==> src/rtl/instr_fetch_if.sv <==
// Fetch-stage bus bundle: memory read port, decode handshake and redirect input.
// The master modport is the fetch unit; the slave modport is its environment
// (memory, decode and execute seen as one peer).
interface instr_fetch_if;
    logic [31:0] mem_addr;
    logic        mem_rstrb;
    logic [31:0] mem_rdata;
    logic [31:0] instr;
    logic [31:0] instr_pc;
    logic        instr_valid;
    logic        instr_ready;
    logic        redirect;
    logic [31:0] redirect_pc;
    logic        misaligned;

    modport master (
        output mem_addr, mem_rstrb, instr, instr_pc, instr_valid, misaligned,
        input  mem_rdata, instr_ready, redirect, redirect_pc
    );

    modport slave (
        input  mem_addr, mem_rstrb, instr, instr_pc, instr_valid, misaligned,
        output mem_rdata, instr_ready, redirect, redirect_pc
    );
endinterface

==> src/rtl/instr_fetch.sv <==
// Instruction fetch stage: owns the PC, issues one word read per instruction,
// captures the returned word and offers it to decode over valid/ready.
// Redirects from execute restart fetch and discard any read in flight.
// Optional feature macro: FETCH_MISALIGN_EN -- a redirect to a non word-aligned
// target halts fetch and raises the sticky misaligned flag until reset.
// Without it the low two target bits are dropped and misaligned stays 0.
module instr_fetch #(
    parameter logic [31:0] RESET_PC = 32'h0000_0000
) (
    input  logic           clk,
    input  logic           reset,
    instr_fetch_if.master  bus
);

`ifdef FETCH_MISALIGN_EN
    typedef enum logic [2:0] {
        S_IDLE,
        S_FETCH,
        S_WAIT,
        S_VALID,
        S_HALT
    } state_t;
`else
    typedef enum logic [1:0] {
        S_IDLE,
        S_FETCH,
        S_WAIT,
        S_VALID
    } state_t;
`endif

    state_t      state_q;
    state_t      state_d;
    logic [31:0] pc_q;
    logic [31:0] pc_d;
    logic [31:0] instr_q;
    logic [31:0] instr_pc_q;
    logic        valid_q;
    logic        load_instr;
    logic        redirect_take;
    logic [31:0] target_aligned;

    // Word-aligned redirect target; the low bits are only inspected by the
    // misalignment check.
    assign target_aligned = bus.redirect_pc & 32'hFFFF_FFFC;

`ifdef FETCH_MISALIGN_EN
    logic misaligned_q;
    logic target_bad;
    logic set_misaligned;

    assign target_bad    = (bus.redirect_pc[1:0] != 2'b00);
    // A halted unit ignores redirects; only reset brings it back.
    assign redirect_take = bus.redirect && (state_q != S_HALT);
`else
    assign redirect_take = bus.redirect;
`endif

    // Next-state and next-PC selection; a redirect overrides every normal transition.
    always_comb begin
        state_d    = state_q;
        pc_d       = pc_q;
        load_instr = 1'b0;
`ifdef FETCH_MISALIGN_EN
        set_misaligned = 1'b0;
`endif
        case (state_q)
            S_IDLE: begin
                state_d = S_FETCH;
            end
            S_FETCH: begin
                state_d = S_WAIT;
            end
            S_WAIT: begin
                state_d    = S_VALID;
                load_instr = 1'b1;
            end
            S_VALID: begin
                // instr_valid is high throughout VALID, so ready alone completes the handshake.
                if (bus.instr_ready) begin
                    state_d = S_FETCH;
                    pc_d    = pc_q + 32'd4;
                end
            end
`ifdef FETCH_MISALIGN_EN
            S_HALT: begin
                state_d = S_HALT;
            end
`endif
            default: begin
                state_d = S_IDLE;
            end
        endcase

        if (redirect_take) begin
            // Suppressing the capture discards the read landing in WAIT.
            load_instr = 1'b0;
            state_d    = S_FETCH;
            pc_d       = target_aligned;
`ifdef FETCH_MISALIGN_EN
            if (target_bad) begin
                state_d        = S_HALT;
                pc_d           = bus.redirect_pc;
                set_misaligned = 1'b1;
            end
`endif
        end
    end

    // State, PC and instruction registers; valid is registered from the next state.
    always_ff @(posedge clk) begin
        if (reset) begin
            state_q    <= S_IDLE;
            pc_q       <= RESET_PC;
            instr_q    <= '0;
            instr_pc_q <= '0;
            valid_q    <= 1'b0;
        end else begin
            state_q <= state_d;
            pc_q    <= pc_d;
            valid_q <= (state_d == S_VALID);
            if (load_instr) begin
                instr_q    <= bus.mem_rdata;
                instr_pc_q <= pc_q;
            end
        end
    end

`ifdef FETCH_MISALIGN_EN
    // Sticky misaligned-target flag, cleared only by reset.
    always_ff @(posedge clk) begin
        if (reset) begin
            misaligned_q <= 1'b0;
        end else if (set_misaligned) begin
            misaligned_q <= 1'b1;
        end
    end

    assign bus.misaligned = misaligned_q;
`else
    assign bus.misaligned = 1'b0;
`endif

    assign bus.mem_addr    = pc_q;
    assign bus.mem_rstrb   = (state_q == S_FETCH);
    assign bus.instr       = instr_q;
    assign bus.instr_pc    = instr_pc_q;
    assign bus.instr_valid = valid_q;

endmodule

==> src/flat_wrapper.sv <==
// flat-port wrapper written by rule: the top's interface ports become plain ports
module instr_fetch_flat 
#(
    parameter logic [31:0] RESET_PC = 32'h0000_0000
)
  (clk, reset, bus_mem_addr, bus_mem_rstrb, bus_instr, bus_instr_pc, bus_instr_valid, bus_misaligned, bus_mem_rdata, bus_instr_ready, bus_redirect, bus_redirect_pc);
  instr_fetch_if bus_i ();
  input  logic clk;
  input  logic reset;
  output wire logic [$bits(bus_i.mem_addr)-1:0] bus_mem_addr;
  output wire logic [$bits(bus_i.mem_rstrb)-1:0] bus_mem_rstrb;
  output wire logic [$bits(bus_i.instr)-1:0] bus_instr;
  output wire logic [$bits(bus_i.instr_pc)-1:0] bus_instr_pc;
  output wire logic [$bits(bus_i.instr_valid)-1:0] bus_instr_valid;
  output wire logic [$bits(bus_i.misaligned)-1:0] bus_misaligned;
  input wire logic [$bits(bus_i.mem_rdata)-1:0] bus_mem_rdata;
  input wire logic [$bits(bus_i.instr_ready)-1:0] bus_instr_ready;
  input wire logic [$bits(bus_i.redirect)-1:0] bus_redirect;
  input wire logic [$bits(bus_i.redirect_pc)-1:0] bus_redirect_pc;
  assign bus_mem_addr = bus_i.mem_addr;
  assign bus_mem_rstrb = bus_i.mem_rstrb;
  assign bus_instr = bus_i.instr;
  assign bus_instr_pc = bus_i.instr_pc;
  assign bus_instr_valid = bus_i.instr_valid;
  assign bus_misaligned = bus_i.misaligned;
  assign bus_i.mem_rdata = bus_mem_rdata;
  assign bus_i.instr_ready = bus_instr_ready;
  assign bus_i.redirect = bus_redirect;
  assign bus_i.redirect_pc = bus_redirect_pc;
  instr_fetch #(.RESET_PC(RESET_PC)) u_core (.clk(clk), .reset(reset), .bus(bus_i));
endmodule
==> config.mk <==
export PLATFORM = sky130hd
export DESIGN_NAME = instr_fetch_flat
export DESIGN_NICKNAME = d
export VERILOG_FILES = /design/src/rtl/instr_fetch_if.sv /design/src/rtl/instr_fetch.sv /design/src/flat_wrapper.sv
export SDC_FILE = /design/constraint.sdc
export NUM_CORES = 1
export LEC_CHECK = 0
export ABC_AREA = 1
export BUFFER_PORTS_ARGS = -buffer_cell sky130_fd_sc_hd__clkbuf_2
export CORE_MARGIN = 1
export CORE_UTILIZATION = 40
export DETAILED_ROUTE_END_ITERATION = 8
export PLACE_DENSITY_LB_ADDON = 0.1
export SLEW_MARGIN = 20
export SYNTH_ARGS = -nofsm -noshare
export SYNTH_HDL_FRONTEND = slang
export SYNTH_SLANG_ARGS = --single-unit
==> constraint.sdc <==
create_clock -name clk -period 1.45 [get_ports clk]
set_clock_uncertainty 0.05 [all_clocks]
set_input_delay 0.29 -clock clk [delete_from_list [all_inputs] [get_ports clk]]
set_output_delay 0.29 -clock clk [all_outputs]
set_load 0.01 [all_outputs]
Word level (Yosys, flattened, before mapping) --
Index checks and enable logic that the tools add are counted.
Word-level totals: register bits after elaboration 99, input bits 68, output and inout bits 99
Cells by class: add/subtract/negate cells 1, equal/unequal tests 4, mux-type cells 8, reduce and logical (&&, ||, !) cells 6
Operators by type and width (count):
- 32-bit 2-to-1 mux | 3
- 32-bit by 3-bit adder with 32-bit output (second input constant) | 1
- 2-bit case mux with 4 select lines | 1
- 2-bit equality test (second input constant) | 3
- 2-bit 2-to-1 mux | 2
- 2-bit AND reduction | 2
- 2-bit nonzero test | 2
- 2-bit by 1-bit equality test with 1-bit output (second input constant) | 1
- 2-bit zero test | 1
- 1-bit 2-to-1 mux | 2
- 2-bit OR reduction | 1

Logic depth before layout (Yosys ltp) --
word-level depth 4, depth in mapped cells 10, depth with buffers taken out 10

Worst setup path after synthesis --
No wires, ideal clock.
path type reg2reg, from register u_core.pc_q[2] (netlist: u_core.bus.mem_addr[2]), to register u_core.pc_q[24] (netlist: u_core.bus.mem_addr[24]), library setup time 132 ps, data arrival time 1382 ps, required time 1268 ps, path slack -115 ps, stages on the path, launching flop included 11, buffers on the path 0, cell sequence dfxtp_1 > ha_1 > nand2_2 > nor2_4 > nand2_1 > nor2_4 > nand2_1 > nand2_1 > nand3_1 > nand2_1 > a21oi_1
On the way: cells in the longest elaborated chain, start to end 4
RTL lines:
- start, declared | RTL line instr_fetch.sv:34 | logic [31:0] pc_q;
- start signal, assigned | RTL line instr_fetch.sv:120 | pc_q <= pc_d;
- 32-bit by 3-bit adder with 32-bit output | RTL line instr_fetch.sv:82 | pc_d = pc_q + 32'd4;
- 32-bit 2-to-1 mux | RTL line instr_fetch.sv:80 | if (bus.instr_ready) begin
- 32-bit 2-to-1 mux | RTL line instr_fetch.sv:67 | case (state_q)
- 32-bit 2-to-1 mux | RTL line instr_fetch.sv:95 | if (redirect_take) begin
Every way passes these cells. The select of a mux whose other input is x is not followed. A chain may end at the register's enable or synchronous reset.

Worst setup path in the final report --
from register u_core.pc_q[2] (netlist: u_core.bus.mem_addr[2]), to register u_core.pc_q[18] (netlist: u_core.bus.mem_addr[18])
The elaborated chain is that of the path after synthesis.

==> flow_summary_export.csv <==
group,metric,value,unit
outcome,status,"finished, violations left",
outcome,failed_checks,"negative setup slack",
synthesis,synth_top_area_cell,"dfxtp_1",
sta,setup_viol,3,
floorplanning,die_x,107.6,um
clock_tree,clock_latency,380,ps
clock_tree,clk_pin_slew,100,ps
detailed_routing,wirelength,12820,um
clock_tree,clockBufferDepth,2,
floorplanning,ios,167,
clock_tree,cts_made_buffers,9,
floorplanning,core_area,10840,um^2
grt,grt_pass1_vias,4199,
detailed_routing,drt_iter0_drc,205,
detailed_routing,drt_pre_antenna_iters,8,
clock_tree,cts_sinks,95,
detailed_routing,drc,0,
grt,grt_usage,22.15,%
run,maxCapViolations,0,
cells_and_area,final_nets,905,
synthesis,netlist_area,4458,um^2
synthesis,synth_edf_count,0,
synthesis,synth_most_common_cell,"nand2_1",
cells_and_area,area_growth_syn_to_layout,39.60,%
synthesis,synth_top_area_share,42.66,%
worst_setup_path,crit_arrival,1750,ps
synthesis,ys_top_cells_by_area,"dfxtp_1, nand2_1, a21oi_1",
synthesis,synth_ff_type,"dfxtp_1",
synthesis,ys_seq_area_share,42.66,%
placed_design,numPortBuffers,159,
detailed_routing,wl_per_cell,13.07,um
detailed_routing,via_count,4652,
sta,rsz0062_at_grt,"yes",
synthesis,yosys_warnings,0,
placed_design,gp_congestion,0.9047,
synthesis,async_reset_ff_share,0,%
clock_tree,hold_buffers,0,
worst_setup_path,cp-end-kind,"register",
pwr,ir_drop,0.5992,mV
floorplanning,die_h,107.6,um
synthesis,syn_avg_cell_area,7.009,um^2
placed_design,dp_hpwl,9397,um
sta,setup_slack,-33.16,ps
detailed_routing,drtAntennaViolNets,0,
sta,finalSetupTns,-57.85,ps
sta,holdWs,96.93,ps
synthesis,netlist-cell-type-count,35,
detailed_routing,viasPerCell,4.742,
sta,post-route-min-period,1483,ps
cells_and_area,layout-drive-gt1-share,36.50,%
floorplanning,dieArea,11570,um^2
grt,grt_remaining_overflow,0,
pwr,power_density,914.4,nW/um^2
synthesis,ys_ff_latch,95,
synthesis,yosys-top-cells-count,"nand2_1, inv_1, dfxtp_1, a21oi_1, o21ai_0",
cells_and_area,fin_util,57.41,%
floorplanning,start_util,41.12,%
sta,drv_slew,0,
sta,timing_hold_violations_final,0,
worst_setup_path,critPathMaxFanout,5,
worst_setup_path,worst-setup-path-type,"register to register",
synthesis,synth_cells,636,
pwr,p_leak,2.735,nW
floorplanning,placementRows,38,
worst_setup_path,worstPathRequired,1720,ps
clock_tree,htree_num_levels,3,
grt,antenna_found_initial,0,
clock_tree,cts_root_buffer,"clkbuf_8",
cells_and_area,antenna_cells,0,
worst_hold_path,min_path_type,"primary input to register",
worst_setup_path,critPathLaunchType,"register",
grt,grt_pass1_wl,19930,um
clock_tree,cts_tree,"built",
grt,grt_max_degree,54,
sta,post-route-period-util,102.3,%
sta,max_freq,0.6742,GHz
stage by stage:
step,worst slack (ps),cells,instance area (um^2),total power [mW]
detailed placement,-83.27,956,5734,3.572
floorplan,19.76,640,4488,3.208
CTS,-41.96,976,6052,5.729
global placement,-34.37,956,5734,3.558
global route,-103.9,981,6223,5.943
finish,-33.16,981,6223,5.691
final timing paths:
path	startpoint	end	slack (ps)	cells after the start
max	u_core.bus.mem_addr[2]	u_core.bus.mem_addr[18]	-30	8
min	bus_redirect_pc[3]	u_core.bus.mem_addr[3]	100	3
max reg2reg	u_core.bus.mem_addr[2]	u_core.bus.mem_addr[18]	-30	8
min reg2reg	u_core.bus.instr_pc[25]	u_core.bus.instr_pc[25]	400	2
state kept, by name, summed over array words and instances, names as in the netlist:
signal	flops
u_core.bus.instr	32
u_core.bus.instr_pc	30
u_core.bus.mem_addr	30
u_core.state_q	2
u_core.bus.instr_valid	1
cells in the final DEF, fill, tap and decap left out, types with 9 or more instances in the layout:
cell | Yosys | layout
clkbuf_2 | 0 | 157
nor2_4 | 8 | 15
clkbuf_8 | 0 | 9
buf_4 | 5 | 56
a21oi_1 | 78 | 78
o21ai_0 | 70 | 70
nand3_1 | 32 | 28
dfxtp_2 | 0 | 16
nand2_2 | 7 | 10
nor2_1 | 35 | 26
inv_1 | 104 | 101
a31oi_1 | 12 | 12
nand2_1 | 111 | 106
dfxtp_1 | 95 | 75
critical path, cell delays in order (launching register included):
cell and delay [ps]:
dfxtp_4 370, ha_4 160, nand2_4 60, nor2_4 160, nand2_4 100, nor2_4 200, xor2_1 160, nand2_1 70
a21oi_2 100
cell families (layout without fill, tap and decap cells):
group,after synthesis,after routing,share of synthesized area (%)
buffers and inverters,143,344,12.88
other,1,5,0.08412
DFF,95,95,42.66
AOI/OAI and AO/OA,178,178,21.05
and+or+nand+nor,211,211,21.67
xor gates and xnor gates,7,7,1.375
adders and majority gates,1,1,0.2806
report_power, final:
part | internal, mW | switching (mW) | leakage [nW] | total, mW
Sequential | 2.71 | 0.0890 | 0.782 | 2.80
Combinational | 0.339 | 0.408 | 1.83 | 0.748
Clock | 1.15 | 0.988 | 0.124 | 2.14
Total | 4.21 | 1.49 | 2.73 | 5.69
repair_timing:
item | 4_1_cts | 5_1_grt
pin swaps | 7 | 13
endpoints found under the setup margin | 19 | 27
resized for setup | 17 | 44
setup buffers | 4 | 5
cell type report:
class / instances / area (um^2)
clock inverters: 7 / 117.6
clock buffers: 9 / 123.9
flip-flops and latches: 95 / 1937
well taps: 140 / 175.2
inverters: 107 / 407.9
fillers: 1063 / 4617
repair buffers: 221 / 1323
multi-input cells: 402 / 2140
per-layer routing:
metal	wire, um	vias up	global-route usage, %
met5	0	-	0
met4	203	0	9.491
met3	750	13	3.390
met2	6025	127	37.73
met1	5839	2087	27.62
li1	-	2425	-
Power figures use the tool's default switching activity.
